File: config.mk
export PLATFORM = sky130hd
export DESIGN_NAME = dds_sweep_ctrl
export DESIGN_NICKNAME = d
export VERILOG_FILES = /design/src/rtl/dds_pkg.sv /design/src/rtl/dds_sweep_ctrl_sweep_timer.sv /design/src/rtl/dds_sweep_ctrl.sv
export SDC_FILE = /design/constraint.sdc
export NUM_CORES = 1
export LEC_CHECK = 0
export CAP_MARGIN = 5
export CORE_ASPECT_RATIO = 1.4
export CORE_UTILIZATION = 53
export DETAILED_ROUTE_END_ITERATION = 12
export HOLD_SLACK_MARGIN = 0.08
export PLACE_DENSITY = 0.83
export SYNTH_ARGS = -nofsm -noshare
export SYNTH_HDL_FRONTEND = slang
export SYNTH_SLANG_ARGS = --single-unit
File: constraint.sdc
create_clock -name clk -period 5.1 [get_ports clk]
set_input_delay 0.765 -clock clk [delete_from_list [all_inputs] [get_ports clk]]
set_output_delay 0.765 -clock clk [all_outputs]
set_load 0.01 [all_outputs]
File: src/rtl/dds_pkg.sv
// Shared types and widths for the DDS frequency-sweep controller.
package dds_pkg;

    localparam int DDS_FW = 12;
    localparam int BCD_W  = 16;

    typedef enum logic [2:0] {
        S_IDLE,
        S_CHECK,
        S_SETTLE,
        S_MEASURE,
        S_REPORT,
        S_NEXT,
        S_DONE
    } state_e;

endpackage

File: src/rtl/dds_sweep_ctrl_sweep_timer.sv
// Down-counter shared by the settle wait and the measurement timeout.
// Expires on the last counted cycle after a load of N, i.e. N cycles of count.
module sweep_timer #(
    parameter int W = 16
) (
    input  logic         clk,
    input  logic         rst,
    input  logic         i_load,
    input  logic [W-1:0] i_load_val,
    input  logic         i_count,
    output logic         o_expire
);

    logic [W-1:0] r_cnt;

    always_ff @(posedge clk or posedge rst) begin
        if (rst) begin
            r_cnt <= '0;
        end else if (i_load) begin
            r_cnt <= i_load_val;
        end else if (i_count && (r_cnt != '0)) begin
            r_cnt <= r_cnt - 1'b1;
        end
    end

    assign o_expire = (r_cnt <= W'(1));

endmodule

File: src/rtl/dds_sweep_ctrl.sv
// Steps a DDS control word from start to stop, waits for the meter to settle,
// and reports one (control word, BCD reading) point per step.
module dds_sweep_ctrl
    import dds_pkg::*;
#(
    parameter int FW          = DDS_FW,
    parameter int SETTLE_CYC  = 16,
    parameter int TIMEOUT_CYC = 65535
) (
    input  logic             clk,
    input  logic             rst,
    input  logic             start,
    input  logic             abort,
    input  logic [FW-1:0]    freq_start,
    input  logic [FW-1:0]    freq_stop,
    input  logic [FW-1:0]    freq_step,
    input  logic             meas_valid,
    input  logic [BCD_W-1:0] meas_bcd,
    output logic [FW-1:0]    freq_ctl,
    output logic             busy,
    output logic             point_valid,
    output logic [FW-1:0]    point_freq,
    output logic [BCD_W-1:0] point_bcd,
    output logic             done,
    output logic             err
);

    localparam int TMAX = (SETTLE_CYC > TIMEOUT_CYC) ? SETTLE_CYC : TIMEOUT_CYC;
    localparam int TW   = $clog2(TMAX + 1);
    localparam logic [TW-1:0] SETTLE_LD  = TW'(SETTLE_CYC);
    localparam logic [TW-1:0] TIMEOUT_LD = TW'(TIMEOUT_CYC);

    state_e           r_state, w_next;
    logic [FW-1:0]    r_fstart, r_fstop, r_fstep;
    logic [FW-1:0]    r_freq_ctl, r_point_freq;
    logic [BCD_W-1:0] r_point_bcd;
    logic             r_busy, r_point_valid, r_done, r_err;

    logic             w_tmr_load, w_tmr_exp, w_tmr_count;
    logic [TW-1:0]    w_tmr_val;
    logic             w_latch, w_fail, w_first, w_capture, w_advance;
    logic             w_bad, w_at_stop;
    logic [FW:0]      w_sum;
    logic [FW-1:0]    w_step_freq;

    // One extra bit on the sum so a step past the top of the range clamps instead of wrapping.
    assign w_sum       = {1'b0, r_freq_ctl} + {1'b0, r_fstep};
    assign w_step_freq = (w_sum > {1'b0, r_fstop}) ? r_fstop : w_sum[FW-1:0];
    assign w_bad       = (r_fstep == '0) || (r_fstop < r_fstart);
    assign w_at_stop   = (r_freq_ctl == r_fstop);
    assign w_tmr_count = (r_state == S_SETTLE) || (r_state == S_MEASURE);

    sweep_timer #(.W(TW)) u_timer (
        .clk        (clk),
        .rst        (rst),
        .i_load     (w_tmr_load),
        .i_load_val (w_tmr_val),
        .i_count    (w_tmr_count),
        .o_expire   (w_tmr_exp)
    );

    always_ff @(posedge clk or posedge rst) begin
        if (rst) begin
            r_state <= S_IDLE;
        end else begin
            r_state <= w_next;
        end
    end

    always_comb begin
        w_next     = r_state;
        w_tmr_load = 1'b0;
        w_tmr_val  = '0;
        w_latch    = 1'b0;
        w_fail     = 1'b0;
        w_first    = 1'b0;
        w_capture  = 1'b0;
        w_advance  = 1'b0;
        case (r_state)
            S_IDLE: begin
                if (start) begin
                    w_next  = S_CHECK;
                    w_latch = 1'b1;
                end
            end
            S_CHECK: begin
                if (w_bad) begin
                    w_next = S_IDLE;
                    w_fail = 1'b1;
                end else begin
                    w_next     = S_SETTLE;
                    w_first    = 1'b1;
                    w_tmr_load = 1'b1;
                    w_tmr_val  = SETTLE_LD;
                end
            end
            S_SETTLE: begin
                // Meter pulses here belong to a gate window opened at the old frequency.
                if (w_tmr_exp) begin
                    w_next     = S_MEASURE;
                    w_tmr_load = 1'b1;
                    w_tmr_val  = TIMEOUT_LD;
                end
            end
            S_MEASURE: begin
                if (meas_valid) begin
                    w_next    = S_REPORT;
                    w_capture = 1'b1;
                end else if (w_tmr_exp) begin
                    w_next = S_IDLE;
                    w_fail = 1'b1;
                end
            end
            S_REPORT: begin
                w_next = S_NEXT;
            end
            S_NEXT: begin
                if (w_at_stop) begin
                    w_next = S_DONE;
                end else begin
                    w_next     = S_SETTLE;
                    w_advance  = 1'b1;
                    w_tmr_load = 1'b1;
                    w_tmr_val  = SETTLE_LD;
                end
            end
            S_DONE: begin
                w_next = S_IDLE;
            end
            default: begin
                w_next = S_IDLE;
            end
        endcase
        // Abort overrides every action, including a coincident capture or timeout.
        if (abort && (r_state != S_IDLE)) begin
            w_next     = S_IDLE;
            w_tmr_load = 1'b0;
            w_fail     = 1'b0;
            w_first    = 1'b0;
            w_capture  = 1'b0;
            w_advance  = 1'b0;
        end
    end

    always_ff @(posedge clk or posedge rst) begin
        if (rst) begin
            r_fstart      <= '0;
            r_fstop       <= '0;
            r_fstep       <= '0;
            r_freq_ctl    <= '0;
            r_point_freq  <= '0;
            r_point_bcd   <= '0;
            r_busy        <= 1'b0;
            r_point_valid <= 1'b0;
            r_done        <= 1'b0;
            r_err         <= 1'b0;
        end else begin
            r_point_valid <= w_capture;
            r_done        <= (w_next == S_DONE);
            if (w_latch) begin
                r_fstart <= freq_start;
                r_fstop  <= freq_stop;
                r_fstep  <= freq_step;
                r_err    <= 1'b0;
                r_busy   <= 1'b1;
            end else if ((w_next == S_IDLE) || (w_next == S_DONE)) begin
                r_busy <= 1'b0;
            end
            if (w_fail) begin
                r_err <= 1'b1;
            end
            if (w_first) begin
                r_freq_ctl <= r_fstart;
            end else if (w_advance) begin
                r_freq_ctl <= w_step_freq;
            end
            if (w_capture) begin
                r_point_freq <= r_freq_ctl;
                r_point_bcd  <= meas_bcd;
            end
        end
    end

    assign freq_ctl    = r_freq_ctl;
    assign busy        = r_busy;
    assign point_valid = r_point_valid;
    assign point_freq  = r_point_freq;
    assign point_bcd   = r_point_bcd;
    assign done        = r_done;
    assign err         = r_err;

endmodule

==> summary.txt, run 1 <==
Layout
  • Fin util: 0.695
  • N_diodes: 0
  • FILL cells: 764
  • Sequential cell area: 2480 µm²
  • Area Growth Syn to Fin: 26.2%
  • Fin area: 6950 µm²
  • Most common cell after layout, fill and taps aside: clkdlybuf4s50_1
  • Area occupied by multi-input gates: 2820 µm²
  • Finished Layout Cells: 776
  • Share of layout cells above drive strength 1: 0.114
  • Fin nets: 731
  • Most frequent cells in the layout: clkdlybuf4s50_1 (100), dfrtp_1 (99), o21ai_0 (49)

Global route
  • GRT Residual Overflow: 0
  • Vias in the first global route: 4,663
  • Global-route wire length before repair: 22,400 µm
  • Total Routing Usage GR: 0.278
  • Initial antenna violation count: 0
  • Largest net degree at the start of global routing: 64

Synthesis
  • Mapped Nets: 631
  • Number of synthesized register bits: 99
  • Mapped cell area: 5510 µm²
  • Synth warnings: 0
  • Gate Count Post-Synth: 536
  • Yosys cell types: 54
  • Synth Flop Type: dfrtp_1
  • Asr flop ratio synth: 1.00
  • Sequential fraction of the synthesis area: 0.450
  • EDFF count, synth: 0
  • Synth Area per Inst: 10.3 µm²

Worst setup path
  • Critical path data arrival time: 4.67 ns
  • Worst setup path class: register to register
  • Required @ worst endpoint: 5.34 ns
  • Crit-path max FO: 10
  • CP Capture Type: register
  • Worst Setup Start Kind: register

Floorplan
  • Die area: 10,800 µm²
  • Number of I/O pins: 101
  • Die Y: 123 µm
  • Die width: 88.2 µm
  • Row cnt: 43
  • Initial core utilization: 0.551
  • Core area: 10,000 µm²

Placed design
  • Dpl cells: 760
  • DP Wirelength: 10,500 µm
  • Port Buffers: 100
  • Area after DPL: 6660 µm²
  • GP Congestion: 0.927

Drt
  • Via Count: 4,553
  • Drt pass-1 iters: 5
  • Drt wl/cell: 18.2 µm
  • DR vias/cell: 5.87
  • Drt first-iter violations: 290
  • Detailed Route WL: 14,100 µm
  • Routed Antenna Nets: 0
  • Drc violations: 0

STA
  • Final worst path period need: 4.43 ns
  • Endpoints failing hold: 0
  • Setup TNS: 0 ns
  • RSZ-0062 raised after global routing: false
  • Fin Hold WS: 0.507 ns
  • Fmax: 225 MHz
  • Tcrit/Tclk final: 0.870
  • Finish-stage setup viols: 0
  • Slew Limit Headroom: 0.335
  • Slew @ Worst Pin: 0.997 ns
  • Pins over their slew limit: 0
  • Worst Clk Skew: 0.00979 ns

Clock network
  • Root buffer cell: clkbuf_16
  • CTS tree: done
  • Clk_lat worst skew: 0.35 ns
  • Post-CTS setup buffer count: 0
  • Clock H-tree levels: 3
  • Sink Count: 99
  • CTS Buf Count: 9
  • Cts repair resizes: 0
  • Clock tree buffer depth: 2
  • Hold buffer count at cts: 0
  • Clk slew on worst S/H paths: 0.07 ns

Power
  • Cell Pwr Density: 765 nW/µm²
  • Cell leakage power: 3.01 nW
  • Largest vdd supply drop: 603 µV

Status
  • Run status: finished, final reports clean

Min path
  • Hold Crit Class: register to register

Flow run
  • Max-cap check violation count: 0
==> area by class of cell <==
cell class	count	share of cell area
flip-flops and latches	99	0.356
multi-input cells	382	0.406
inverters	38	0.0209
well taps	135	0.0243
clock inverters	7	0.00990
clock buffers	9	0.0324
repair buffers	106	0.150
==> stage by stage <==
step           power, mW  worst slack, ns
2_1_floorplan       3.62             1.17
3_3_place_gp        4.47            0.857
3_5_place_dp        4.59            0.731
4_1_cts             5.30            0.684
5_1_grt             5.71            0.327
6_report            5.32            0.665
==> path summary, 6_finish.rpt <==
| kind | startpoint | endpoint | slack (ns) | cells after the start |
|---|---|---|---|---|
| setup / recovery | freq_ctl[0]$_DFFE_PP0P_ | freq_ctl[3]$_DFFE_PP0P_ | 0.67 | 16 |
| hold / removal | point_bcd[12]$_DFFE_PP0P_ | point_bcd[12]$_DFFE_PP0P_ | 0.51 | 1 |
| setup reg to reg | freq_ctl[0]$_DFFE_PP0P_ | freq_ctl[3]$_DFFE_PP0P_ | 0.67 | 16 |
| hold reg to reg | point_bcd[12]$_DFFE_PP0P_ | point_bcd[12]$_DFFE_PP0P_ | 0.51 | 1 |
| max in group asynchronous | rst | u_timer.r_cnt[15]$_DFFE_PP0P_ | 3.21 | 3 |
| min in group asynchronous | rst | point_bcd[0]$_DFFE_PP0P_ | 0.92 | 2 |
==> power by group <==
group	switching, mW	leakage (nW)	internal (mW)
clock network	0.298	0.141	0.378
registers	0.340	1.23	1.12
logic	1.68	1.64	1.51
total	2.31	3.01	3.01
==> Yosys cell counts (9+ instances only) <==
library cell,n,area [µm²]
mux2i_1,13,130
clkbuf_1,11,41.3
xnor2_1,29,254
nor2_1,38,143
ha_1,37,463
nand2_1,43,161
mux2_2,43,484
a221oi_1,9,78.8
nand3_1,12,60.1
o21ai_0,49,245
inv_1,38,143
a21oi_1,10,50.1
dfrtp_1,99,2480
==> worst max-delay path: stages, from the launching register on <==
cell      delay [ns]
dfrtp_1         0.42
ha_1            0.21
inv_1           0.06
fa_1            0.41
nor2b_1         0.18
o31a_1          0.21
o31ai_1         0.17
o311ai_0        0.55
ha_1            0.35
a21oi_1         0.12
o211ai_1        0.11
a2111o_1        0.36
o21ai_0         0.25
o311ai_2        0.21
buf_4           0.25
mux2i_1         0.14
a221oi_1        0.32
==> logic make-up (layout without fill, tap and decap cells) <==
group                    after synthesis  after routing  share of synthesized area
multiplexers                          56             56                      0.112
buffers and inverters                 55            160                     0.0384
flip-flops                            99             99                      0.450
XOR/XNOR                              33             33                     0.0525
AO/OA/AOI/OAI                        111            111                      0.132
AND/OR/NAND/NOR                      144            144                      0.129
adder cells (fa/ha/maj)               38             38                     0.0877
==> routing by layer <==
layer  part of all wire  vias up  track usage
met5                  0        -            0
li1                   -     2117            -
met3              0.039       54       0.0545
met4              0.054        0        0.162
met1               0.37     2236        0.305
met2               0.54      146        0.490
==> registers in the layout (all words and copies together) (netlist names) <==
name / cells
busy: 1
done: 1
err: 1
freq_ctl: 12
point_bcd: 16
point_freq: 12
point_valid: 1
r_fstart: 12
r_fstep: 12
r_fstop: 12
r_state: 3
u_timer.r_cnt: 16
Note: power is estimated with default switching activity, not from simulation.
==> run 2: changes to the inputs <==
--- a/config.mk
+++ b/config.mk
@@ -10,7 +10,7 @@
 export CORE_UTILIZATION = 53
 export DETAILED_ROUTE_END_ITERATION = 12
 export HOLD_SLACK_MARGIN = 0.08
-export PLACE_DENSITY = 0.83
+export PLACE_DENSITY = 0.91
 export SYNTH_ARGS = -nofsm -noshare
 export SYNTH_HDL_FRONTEND = slang
 export SYNTH_SLANG_ARGS = --single-unit
==> summary.txt, run 2 (synthesis gave the netlist of run 1 again) <==
Power
  • Internal power: 2.97 mW (-1.3%)
  • Sw frac: 0.443 (+0.00769)
  • Cell leakage power: 3.01 nW (about the same)
  • Cell Pwr Density: 767 nW/µm² (+0.24%)
  • Clk pwr share: 0.123 (-0.004)
  • Flop pwr share: 0.275 (about the same)
  • Combinational share of power: 0.602 (+0.003)
  • Largest vdd supply drop: 786 µV (+30%)
  • Psw: 2.36 mW (+1.9%)

Clock network
  • Sink Count: 99 (unchanged)
  • Clock H-tree levels: 3 (unchanged)
  • Clock tree buffer depth: 2 (unchanged)
  • Hold buffer count at cts: 0 (unchanged)
  • Cts repair resizes: 0 (unchanged)
  • CTS tree: done
  • CTS Buf Count: 9 (unchanged)
  • Clk_lat worst skew: 0.35 ns (about the same)
  • Post-CTS setup buffer count: 0 (unchanged)
  • Root buffer cell: clkbuf_16
  • Clk slew on worst S/H paths: 0.07 ns (about the same)

Layout
  • Most frequent cells in the layout: clkdlybuf4s50_1 (100), dfrtp_1 (99), o21ai_0 (49)
  • Share of layout cells above drive strength 1: 0.114 (unchanged)
  • Fin nets: 731 (unchanged)
  • Sequential cell area: 2480 µm² (unchanged)
  • FILL cells: 768 (+0.52%)
  • Most common cell after layout, fill and taps aside: clkdlybuf4s50_1
  • Area occupied by multi-input gates: 2820 µm² (unchanged)
  • N_diodes: 0 (unchanged)
  • Fin util: 0.694 (-0.00100)
  • Area Growth Syn to Fin: 26.0%

Global route
  • Vias in the first global route: 4,745 (+1.8%)
  • Largest net degree at the start of global routing: 65 (+1.6%)
  • GRT Residual Overflow: 0 (unchanged)
  • Initial antenna violation count: 0 (unchanged)
  • Global-route wire length before repair: 23,000 µm (+2.5%)
  • Total Routing Usage GR: 0.285 (+0.00704)

STA
  • Pins over their slew limit: 0 (unchanged)
  • Fmax: 221 MHz (-1.8%)
  • Endpoints failing hold: 0 (unchanged)
  • Worst Clk Skew: 0.0107 ns (+0.000868 ns)
  • Finish-stage setup viols: 0 (unchanged)
  • Setup TNS: 0 ns (unchanged)
  • Slew @ Worst Pin: 1.04 ns (+0.0434 ns)
  • Tcrit/Tclk final: 0.886 (+0.0160)
  • Slew Limit Headroom: 0.306 (-0.0289)
  • Final worst path period need: 4.52 ns (+0.0814 ns)
  • RSZ-0062 raised after global routing: false

Worst setup path
  • Worst Setup Start Kind: register
  • CP Capture Type: register
  • Worst setup path class: register to register
  • Required @ worst endpoint: 5.33 ns (about the same)
  • Critical path data arrival time: 4.75 ns (+0.08 ns)
  • Crit-path max FO: 9 (-1)

Floorplan
  • Initial core utilization: 0.551 (unchanged)
  • Number of I/O pins: 101 (unchanged)
  • Row cnt: 43 (unchanged)
  • Die area: 10,800 µm² (unchanged)
  • Die Y: 123 µm (unchanged)
  • Core area: 10,000 µm² (unchanged)
  • Die width: 88.2 µm (unchanged)

Status
  • Run status: finished, final reports clean

Flow run
  • Max-cap check violation count: 0 (unchanged)

Drt
  • Drt pass-1 iters: 5 (unchanged)
  • Routed Antenna Nets: 0 (unchanged)
  • Drc violations: 0 (unchanged)
  • Drt first-iter violations: 372 (+28%)
  • Detailed Route WL: 14,500 µm (+2.8%)
  • Drt wl/cell: 18.7 µm (+2.8%)
  • DR vias/cell: 5.90 (+0.51%)
  • Via Count: 4,576 (+0.51%)

Min path
  • Hold Crit Class: register to register

Placed design
  • GP Congestion: 1.00 (+7.9%)
  • Port Buffers: 100 (unchanged)
  • DP Wirelength: 10,900 µm (+3.7%)
run 2: cell types whose count changed in the layout (fill, tap and decap cells not counted), sizes merged:
cell,previous run,this run
bufinv,1,0
clkinv,4,3
clkinvlp,2,1
inv,38,41
run 2: per-stage QoR:
| stage | hold WS, ns | setup slack, ns | total power, mW | area (µm²) | cells |
|---|---|---|---|---|---|
| 3_3_place_gp | 0.488 | 0.853 | 4.44 | 6660 | 760 |
| 2_1_floorplan | 0.502 | 1.17 | 3.62 | 5510 | 536 |
| 4_1_cts | 0.511 | 0.633 | 5.29 | 6940 | 776 |
| 6_report | 0.510 | 0.584 | 5.32 | 6940 | 776 |
| 5_1_grt | 0.526 | 0.219 | 5.72 | 6940 | 776 |
| 3_5_place_dp | 0.496 | 0.645 | 4.60 | 6660 | 760 |
run 2: area by class of cell:
type / count / share of cell area
clock buffers: 9 / 0.0324
inverters: 38 / 0.0209
well taps: 135 / 0.0243
flip-flops and latches: 99 / 0.357
repair buffers: 106 / 0.151
multi-input cells: 382 / 0.406
clock inverters: 7 / 0.00847
run 2: layer usage:
layer	GRT usage	routed length, µm	vias up
met5	0	0	-
li1	-	-	2117
met1	0.318	5310	2216
met3	0.0424	667	54
met4	0.196	903	0
met2	0.492	7600	189
run 2: final timing paths:
path / end / slack (ns) / depth (start not counted) / start
setup / recovery: freq_ctl[1]$_DFFE_PP0P_ / 0.58 / 17 / freq_ctl[0]$_DFFE_PP0P_
hold / removal: point_bcd[9]$_DFFE_PP0P_ / 0.51 / 1 / point_bcd[9]$_DFFE_PP0P_
setup reg to reg: freq_ctl[1]$_DFFE_PP0P_ / 0.58 / 17 / freq_ctl[0]$_DFFE_PP0P_
hold reg to reg: point_bcd[9]$_DFFE_PP0P_ / 0.51 / 1 / point_bcd[9]$_DFFE_PP0P_
max in group asynchronous: point_freq[6]$_DFFE_PP0P_ / 3.22 / 3 / rst
min in group asynchronous: point_bcd[15]$_DFFE_PP0P_ / 0.93 / 2 / rst
run 2: critical path: stages (launching register included):
cell	delay (ns)
dfrtp_1	0.43
ha_1	0.24
inv_1	0.07
fa_1	0.20
nor2b_1	0.07
o31a_1	0.28
o31ai_1	0.58
nand3_1	0.16
o311ai_0	0.18
ha_1	0.34
a21oi_1	0.14
o211ai_1	0.12
a2111o_1	0.35
o21ai_0	0.28
o311ai_2	0.25
buf_4	0.26
mux2i_1	0.15
a221o_1	0.29
run 2: power by group through the flow:
stage | registers [mW] | logic (mW) | clock network [mW]
finish | 1.46 | 3.21 | 0.656
detailed placement | 1.46 | 3.14 | 0
CTS | 1.45 | 3.17 | 0.662
global placement | 1.44 | 3.00 | 0
floorplan | 1.43 | 2.19 | 0
global route | 1.50 | 3.53 | 0.692
==> run 3: changes to the inputs <==
--- a/config.mk
+++ b/config.mk
@@ -10,7 +10,8 @@
 export CORE_UTILIZATION = 53
 export DETAILED_ROUTE_END_ITERATION = 12
 export HOLD_SLACK_MARGIN = 0.08
-export PLACE_DENSITY = 0.91
+export PLACE_DENSITY = 0.8
+export RECOVER_POWER = 25
 export SYNTH_ARGS = -nofsm -noshare
 export SYNTH_HDL_FRONTEND = slang
 export SYNTH_SLANG_ARGS = --single-unit
==> summary.txt, run 3 (synthesis gave the netlist of run 1 again) <==
Status
  • Run status: complete, but fails checks
  • Failing checks: capacitance limit, slew limit

Clock network
  • Clk slew on worst S/H paths: 0.07 ns (about the same)
  • Clock H-tree levels: 3 (unchanged)
  • Cts repair resizes: 0 (unchanged)
  • Hold buffer count at cts: 0 (unchanged)
  • Root buffer cell: clkbuf_16
  • Clk_lat worst skew: 0.35 ns (about the same)
  • Clock tree buffer depth: 2 (unchanged)
  • Post-CTS setup buffer count: 0 (unchanged)
  • CTS tree: done
  • Sink Count: 99 (unchanged)
  • CTS Buf Count: 9 (unchanged)

Min path
  • Hold Crit Class: register to register

STA
  • Fmax: 222 MHz (+0.26%)
  • Slew @ Worst Pin: 2.92 ns (+1.88 ns)
  • Tcrit/Tclk final: 0.883 (-0.00228)
  • Fin Hold WS: 0.508 ns (-0.00139 ns)
  • Finish-stage setup viols: 0 (unchanged)
  • Pins over their slew limit: 65 (+65)
  • Endpoints failing hold: 0 (unchanged)
  • Final worst path period need: 4.50 ns (-0.0116 ns)
  • Worst Clk Skew: 0.00905 ns (-0.00160 ns)
  • Setup TNS: 0 ns (unchanged)
  • RSZ-0062 raised after global routing: false
  • Slew Limit Headroom: -0.957 (-1.26)

Floorplan
  • Die width: 88.2 µm (unchanged)
  • Die Y: 123 µm (unchanged)
  • Number of I/O pins: 101 (unchanged)
  • Initial core utilization: 0.551 (unchanged)
  • Row cnt: 43 (unchanged)
  • Die area: 10,800 µm² (unchanged)
  • Core area: 10,000 µm² (unchanged)

Global route
  • Vias in the first global route: 4,683 (-1.3%)
  • GRT Residual Overflow: 0 (unchanged)
  • Global-route wire length before repair: 22,600 µm (-1.7%)
  • Initial antenna violation count: 0 (unchanged)
  • Total Routing Usage GR: 0.282 (-0.00325)
  • Largest net degree at the start of global routing: 65 (unchanged)

Drt
  • Drt wl/cell: 18.4 µm (-1.5%)
  • Drt first-iter violations: 193 (-48%)
  • Detailed Route WL: 14,300 µm (-1.5%)
  • Drc violations: 0 (unchanged)
  • DR vias/cell: 5.81 (-1.4%)
  • Via Count: 4,510 (-1.4%)
  • Drt pass-1 iters: 4 (-1)
  • Routed Antenna Nets: 0 (unchanged)

Placed design
  • DP Wirelength: 10,800 µm (-0.71%)
  • GP Congestion: 0.929 (-7.1%)
  • Port Buffers: 100 (unchanged)

Power
  • Cell leakage power: 3.01 nW (about the same)
  • Flop pwr share: 0.274 (about the same)
  • Clk pwr share: 0.125 (+0.002)
  • Largest vdd supply drop: 655 µV (-17%)
  • Sw frac: 0.438 (-0.00457)
  • Internal power: 2.98 mW (+0.49%)
  • Combinational share of power: 0.602 (about the same)
  • Cell Pwr Density: 764 nW/µm² (-0.34%)
  • Psw: 2.33 mW (-1.4%)

Layout
  • Fin nets: 731 (unchanged)
  • Most frequent cells in the layout: dfrtp_1 (99), clkdlybuf4s50_1 (99), o21ai_0 (49)
  • N_diodes: 0 (unchanged)
  • Share of layout cells above drive strength 1: 0.112 (-0.00156)
  • FILL cells: 788 (+2.6%)
  • Area Growth Syn to Fin: 26.1% (about the same)
  • Area occupied by multi-input gates: 2820 µm² (unchanged)
  • Sequential cell area: 2480 µm² (unchanged)

Worst setup path
  • CP Cell Sequence: ha_1 > inv_1 > fa_1 > nor2b_1 > o31a_1 > o31ai_1 > nand3_1 > o311ai_0 > ha_1 > a21oi_1 > o211ai_1 > a2111o_1 > o21ai_0 > o311ai_2 > buf_4 > mux2i_1 > a221oi_1
  • WP buf/inv: 2 (unchanged)
  • Worst setup path class: register to register
  • Worst Setup Start Kind: register
  • Most used cell, CP: ha_1
  • Required @ worst endpoint: 5.34 ns (about the same)
  • Critical path data arrival time: 4.74 ns (about the same)
  • Slowest stage cell, crit path: o31ai_1
  • Crit-path max FO: 7 (-2)
  • Crit-path leading delay family: compound AO/OA/AOI/OAI gates
  • CP Capture Type: register
  • CP max stage delay: 0.53 ns (-0.05 ns)

Flow run
  • Max-cap check violation count: 1 (+1)
run 3: cell count changes in the layout (fill, tap and decap cells not counted), sizes merged:
cell	before	now
clkbuf	9	11
clkdlybuf4s50	100	99
clkinv	3	2
dlygate4sd3	0	1
inv	41	40
run 3: power groups by stage:
stage	sequential, mW	combinational (mW)	clock [mW]
floorplan	1.43	2.19	0
global placement	1.44	3.02	0
detailed placement	1.46	3.14	0
CTS	1.45	3.17	0.671
global route	1.49	3.51	0.702
finish	1.45	3.19	0.661
run 3: worst paths after layout:
kind,from,endpoint,slack (ns),cells past startpoint
max in group asynchronous,rst,r_fstop[1]$_DFFE_PP0P_,1.92,3
min in group asynchronous,rst,u_timer.r_cnt[7]$_DFFE_PP0P_,1.71,2
min,point_bcd[6]$_DFFE_PP0P_,point_bcd[6]$_DFFE_PP0P_,0.51,1
max,freq_ctl[0]$_DFFE_PP0P_,freq_ctl[6]$_DFFE_PP0P_,0.60,17
max reg2reg,freq_ctl[0]$_DFFE_PP0P_,freq_ctl[6]$_DFFE_PP0P_,0.60,17
min reg2reg,point_bcd[6]$_DFFE_PP0P_,point_bcd[6]$_DFFE_PP0P_,0.51,1
run 3: per-layer routing:
layer  track usage  part of all wire  wire length, µm  vias to the layer above
met3        0.0444             0.040              566                       49
met2         0.497              0.53             7620                      134
met5             0                 0                0                        -
met4         0.172             0.053              752                        0
li1              -                 -                -                     2124
met1         0.312              0.37             5320                     2203
run 3: worst register-to-register path, stage by stage (launching register included):
cell      delay [ns]
dfrtp_1         0.44
ha_1            0.24
inv_1           0.08
fa_1            0.20
nor2b_1         0.07
o31a_1          0.28
o31ai_1         0.53
nand3_1         0.13
o311ai_0        0.16
ha_1            0.33
a21oi_1         0.13
o211ai_1        0.12
a2111o_1        0.35
o21ai_0         0.28
o311ai_2        0.31
buf_4           0.28
mux2i_1         0.12
a221oi_1        0.33
run 3: area by class of cell:
type / instances / share of cell area
clock buffer: 11 / 0.0350
clock inverter: 5 / 0.00631
inverter: 38 / 0.0207
multi-input combinational: 382 / 0.406
sequential: 99 / 0.357
tap: 135 / 0.0243
timing repair buffer: 106 / 0.151
run 3: metrics by stage:
step	setup slack (ns)	total power, mW	utilization	cell area [µm²]	instances
after CTS	0.606	5.29	0.694	6950	776
final	0.595	5.31	0.694	6940	776
after global routing	0.224	5.71	0.694	6940	776
after floorplan	1.17	3.62	-	5510	536
after global placement	0.784	4.46	0.665	6660	760
after detailed placement	0.623	4.60	0.665	6660	760
